## config.mk

```make
export PLATFORM = sky130hd
export DESIGN_NAME = matrix_row_scanner
export DESIGN_NICKNAME = d
export VERILOG_FILES = /design/src/rtl/matrix_row_scanner_pkg.sv /design/src/rtl/matrix_row_scanner_preset_rom.sv /design/src/rtl/matrix_row_scanner.sv
export SDC_FILE = /design/constraint.sdc
export NUM_CORES = 1
export LEC_CHECK = 0
export CORE_MARGIN = 1
export CORE_UTILIZATION = 45
export CTS_CLUSTER_DIAMETER = 100
export DETAILED_ROUTE_END_ITERATION = 10
export PLACE_DENSITY = 0.68
export SYNTH_ARGS = -nofsm -noshare
export SYNTH_HDL_FRONTEND = slang
export SYNTH_SLANG_ARGS = --single-unit
```

## constraint.sdc

```tcl
create_clock -name clk -period 3.15 [get_ports clk]
set_clock_uncertainty 0.15 [all_clocks]
set_input_delay 0.63 -clock clk [delete_from_list [all_inputs] [get_ports clk]]
set_output_delay 0.63 -clock clk [all_outputs]
set_load 0.05 [all_outputs]
```

## src/rtl/matrix_row_scanner_pkg.sv

```systemverilog
// Shared definitions for the 7x5 dot-matrix row scanner: geometry, FSM encoding and glyph presets.
package matrix_row_scanner_pkg;

    localparam int NUM_ROWS = 7;
    localparam int NUM_COLS = 5;

    typedef enum logic [1:0] {
        IDLE  = 2'd0,
        DRIVE = 2'd1,
        BLANK = 2'd2
    } state_t;

    // Glyph presets indexed [symbol][row]; bit 4 is the leftmost column.
    localparam logic [NUM_COLS-1:0] FONT [4][NUM_ROWS] = '{
        '{5'b01110, 5'b10001, 5'b10001, 5'b01111, 5'b00001, 5'b01111, 5'b01110},
        '{5'b00100, 5'b01100, 5'b00100, 5'b00100, 5'b00100, 5'b00100, 5'b01110},
        '{5'b11110, 5'b10001, 5'b10001, 5'b11110, 5'b10100, 5'b11010, 5'b10001},
        '{5'b11111, 5'b00001, 5'b00010, 5'b00100, 5'b01000, 5'b10000, 5'b11111}
    };

    function automatic int max3(input int a, input int b, input int c);
        int m;
        m = (a > b) ? a : b;
        return (m > c) ? m : c;
    endfunction

    function automatic logic [NUM_COLS-1:0] row_preset(input logic [1:0] sym, input int r);
        return FONT[sym][r];
    endfunction

endpackage

```

## src/rtl/matrix_row_scanner_preset_rom.sv

```systemverilog
// Combinational glyph lookup: one preset block per row, selected by row index.
module matrix_preset_rom
    import matrix_row_scanner_pkg::*;
(
    input  logic [1:0]          sym,
    input  logic [2:0]          row_idx,
    output logic [NUM_COLS-1:0] cols
);

    logic [NUM_COLS-1:0] row_cols [NUM_ROWS];

    for (genvar r = 0; r < NUM_ROWS; r++) begin : g_row
        assign row_cols[r] = row_preset(sym, r);
    end

    // Index 7 has no row behind it and reads as dark.
    always_comb begin
        cols = '0;
        for (int r = 0; r < NUM_ROWS; r++) begin
            if (row_idx == 3'(r)) cols = row_cols[r];
        end
    end

endmodule

```

## src/rtl/matrix_row_scanner.sv

```systemverilog
// Row-sequencing FSM for the 7x5 matrix: drives one row at a time with optional blanking gaps.
module matrix_row_scanner
    import matrix_row_scanner_pkg::*;
#(
    parameter int CLK_DIV   = 16,
    parameter int BLANK_CYC = 2
) (
    input  logic                clk,
    input  logic                rst,
    input  logic                en,
    input  logic [1:0]          HH,
    output logic [NUM_ROWS-1:0] row,
    output logic [NUM_COLS-1:0] cl,
    output logic                frame_done,
    output logic                busy,
    output state_t              dbg_state
);

    localparam int CNT_W = $clog2(max3(CLK_DIV, BLANK_CYC, 2));
    localparam logic [CNT_W-1:0] DRIVE_LAST = CNT_W'(CLK_DIV - 1);
    localparam logic [CNT_W-1:0] BLANK_LAST = CNT_W'((BLANK_CYC > 0) ? BLANK_CYC - 1 : 0);

    state_t           state;
    logic [2:0]       row_idx;
    logic [CNT_W-1:0] cnt;
    logic [1:0]       sym_q;

    logic             wrap;
    logic             advance;
    logic [2:0]       load_idx;
    logic [1:0]       load_sym;
    logic [NUM_COLS-1:0] load_cols;

    // load_idx/load_sym describe the row about to be driven, either at scan start or on advance.
    always_comb begin
        wrap     = (row_idx == 3'(NUM_ROWS - 1));
        advance  = 1'b0;
        if (state == DRIVE && cnt == DRIVE_LAST && BLANK_CYC == 0) advance = 1'b1;
        if (state == BLANK && cnt == BLANK_LAST) advance = 1'b1;
        load_idx = 3'd0;
        load_sym = HH;
        if (state != IDLE) begin
            load_idx = wrap ? 3'd0 : row_idx + 3'd1;
            load_sym = wrap ? HH : sym_q;
        end
    end

    matrix_preset_rom u_rom (
        .sym     (load_sym),
        .row_idx (load_idx),
        .cols    (load_cols)
    );

    always_ff @(posedge clk) begin
        if (rst) begin
            state      <= IDLE;
            row_idx    <= '0;
            cnt        <= '0;
            sym_q      <= 2'b00;
            row        <= '0;
            cl         <= '0;
            frame_done <= 1'b0;
        end else if (!en) begin
            state      <= IDLE;
            row_idx    <= '0;
            cnt        <= '0;
            row        <= '0;
            cl         <= '0;
            frame_done <= 1'b0;
        end else if (advance) begin
            state      <= DRIVE;
            row_idx    <= load_idx;
            sym_q      <= load_sym;
            cnt        <= '0;
            row        <= NUM_ROWS'(1) << load_idx;
            cl         <= load_cols;
            frame_done <= wrap;
        end else begin
            frame_done <= 1'b0;
            case (state)
                IDLE: begin
                    state   <= DRIVE;
                    row_idx <= '0;
                    cnt     <= '0;
                    sym_q   <= load_sym;
                    row     <= NUM_ROWS'(1);
                    cl      <= load_cols;
                end
                DRIVE: begin
                    if (cnt == DRIVE_LAST) begin
                        state <= BLANK;
                        cnt   <= '0;
                        row   <= '0;
                        cl    <= '0;
                    end else begin
                        cnt <= cnt + CNT_W'(1);
                    end
                end
                BLANK: cnt <= cnt + CNT_W'(1);
                default: begin
                    state   <= IDLE;
                    row_idx <= '0;
                    cnt     <= '0;
                    row     <= '0;
                    cl      <= '0;
                end
            endcase
        end
    end

    assign busy      = (state != IDLE);
    assign dbg_state = state;

endmodule

```

==> out/metrics.yaml <==
grt:
  grt_util_all_layers_pct: 23.2
  grt_pass1_wl_mm: 5.91
  grt_antenna_before_repair: 0
  grt-ovfl-total: 0
  grt_pass1_vias: 1312
  grt_max_degree: 18
job:
  cap_viol_max_count: 0
clocking:
  clockBufferDepth: 2
  ctsHtreeMaxLevel: 1
  cts.reportedPaths.clkPinSlew_ns: 0.14
  ctsResizeCount: 0
  post_cts.repair.setup_buffers: 0
  cts_buffers: 3
  cts_hold_buf: 0
  cts_sinks: 24
  clkLatencyLatePin_ns: 0.33
  clock-root-buffer: "clkbuf_4"
  cts_tree: "built"
layout:
  antennaDiodeCount: 0
  syn_to_final_growth_pct: 21.1
  fin_area_mm2: 0.00168
  nNetsFinal: 209
  fin_util_pct: 59.0
  layout-drive-gt1-share_pct: 11.3
  final.fill_count: 261
synth:
  syn_area_mm2: 0.00139
  synth_cell_types: 48
  synthXorXnorAreaFrac_pct: 1.26
  synth-main-ff-cell: "dfxtp_1"
  yosys.area_share.adder_pct: 8.10
  avgSynthCellArea_um2: 7.99
  yosys.area.top_type_share_pct: 34.6
  netlist_instances: 174
  async_reset_ff_share_pct: 0
  ys_ff_latch: 24
  synth_top_family_by_area: "simple AND/OR/NAND/NOR gates"
  synthTopCellsByArea: "dfxtp_1, ha_1, nor2_1"
  syn-num-nets: 188
  synth_compound_area_share_pct: 22.3
  synthSimpleGateAreaFrac_pct: 26.6
  synth_area_leader_cell: "dfxtp_1"
  yosysWarnings: 0
  seq_area_frac_synth_pct: 34.6
  synthMuxAreaShare_pct: 0.720
  synth_commonest_cells: "dfxtp_1, nor2_1, a21oi_1"
  synth_edf_count: 0
pwr:
  p_leak_nw: 0.616
  powerDensity_mw_per_mm2: 397
  p_total_mw: 0.668
  ir_drop_mv: 0.277
timing:
  rsz0062_at_grt: "no"
  setup_violations: 0
  hold_viol: 0
  setup_tns_ns: 0
  fin_crit_ns: 2.80
  period_share_pct: 88.9
  relSlewSlack_pct: 55.2
  finalMaxSlewViolations: 0
  worst_slew_pin_slew_ns: 0.673
  setup_ws_ns: 0.349
  fmax_mhz: 357
detailed_routing:
  drt_first_iter_violations: 71
  wl_per_cell_um: 15.7
  drc: 0
  vias: 1382
  via_per_inst: 6.14
  wl_mm: 3.54
  drt_pass1_iterations: 6
  drtAntennaViolNets: 0
worst_setup_path:
  cp_cell_sequence: "inv_1, ha_1, inv_1, clkdlybuf4s50_1"
  crit_top_cell: "inv_1"
  max_stage_delay_ns: 0.80
  cp-start-kind: "flop"
  cp-end-kind: "output port"
  path_class: "reg -> out"
  cp.arrival_ns: 2.02
  cpMaxStageDelayCell: "clkdlybuf4s50_1"
  cp_top_family: "buffers and inverters"
  required_ns: 2.37
  crit_buf_inv: 3
  crit_fanout: 8
worst_hold_path:
  hp-class: "reg -> reg"
floorplanning:
  fp.dieArea_mm2: 0.00332
  start_util_pct: 48.7
  num_rows: 19
  die_x_um: 57.6
  core-area_mm2: 0.00285
  io_pins: 21
  die_y_um: 57.6
outcome:
  status: "complete, no violations"
placed_design:
  dpl.hpwl_mm: 2.51
  dp_slack_ns: 0.343
  gp_congestion: 0.954
  io_buffers: 20
  place_area_mm2: 0.00163
==> metrics by stage <==
step,hold WS (ns),std cells
after floorplan,0.283,174
after global placement,0.295,221
after detailed placement,0.298,221
after CTS,0.318,225
after global routing,0.335,225
final,0.314,225
==> cell usage in the layout (no fill, tap or decap), types with 2 or more instances in the layout <==
cell type | Yosys | routed
o22ai_1 | 4 | 4
nor2_1 | 24 | 24
nand4_1 | 4 | 4
nand2_1 | 8 | 8
dfxtp_1 | 24 | 24
clkbuf_4 | 0 | 3
nor2b_1 | 3 | 3
a21oi_2 | 2 | 2
a211oi_1 | 3 | 3
nand2b_1 | 4 | 4
nor3_1 | 6 | 6
a22oi_1 | 2 | 2
inv_1 | 7 | 7
a21oi_1 | 13 | 13
ha_1 | 9 | 9
nand3_1 | 8 | 8
o21ai_0 | 10 | 10
a31oi_1 | 2 | 2
nor4_1 | 3 | 3
clkdlybuf4s50_1 | 0 | 20
buf_4 | 2 | 8
==> layer usage <==
layer | share of wire, % | track usage (%) | up-vias
li1 | - | - | 661
met1 | 43 | 27.5 | 654
met2 | 48 | 40.2 | 59
met3 | 6.8 | 5.44 | 8
met4 | 1.8 | 9.06 | 0
met5 | 0 | 0 | -
==> registers in the layout, summed over array words and instances, names as in the netlist <==
register / cells
frame_done: 1
dbg_state: 2
sym_q: 2
row: 7
row_idx: 3
cnt: 4
cl: 5
==> power breakdown <==
group / internal, mW / switching [mW]
combinational: 0.0458 / 0.0728
sequential: 0.311 / 0.00567
clock: 0.129 / 0.104
==> area by class of cell <==
type	instances	area (um2)	area share (%)
multi-input combinational	130	821	48.8
sequential	24	480	28.6
timing repair buffer	28	260	15.5
tap	31	38.8	2.30
clock inverter	1	30.0	1.78
inverter	8	30.0	1.78
clock buffer	3	22.5	1.34
==> cell families after synthesis <==
logic type	count (synthesis)
AO/OA/AOI/OAI	47
XOR/XNOR	2
adder cells (fa/ha/maj)	9
buffers and inverters	20
flip-flops	24
multiplexers	1
AND/OR/NAND/NOR	71
==> worst paths after layout <==
kind | from | to | slack, ns | cells after the start
hold / removal | row[6]$_SDFFE_PP0P_ | row[6]$_SDFFE_PP0P_ | 0.31 | 2
setup / recovery | dbg_state[1]$_SDFFE_PP0P_ | busy | 0.35 | 4
setup reg to reg | dbg_state[1]$_SDFFE_PP0P_ | cl[2]$_SDFFE_PP0P_ | 0.37 | 10
hold reg to reg | row[6]$_SDFFE_PP0P_ | row[6]$_SDFFE_PP0P_ | 0.31 | 2
==> worst register-to-register path: stages (launching register included) <==
cell	delay (ns)
dfxtp_1	0.41
inv_1	0.08
ha_1	0.29
a21oi_2	0.27
mux2i_1	0.38
inv_1	0.12
ha_1	0.29
o22a_1	0.22
o21ai_0	0.13
o22ai_1	0.10
a31o_2	0.25
Power figures use the tool's default switching activity.
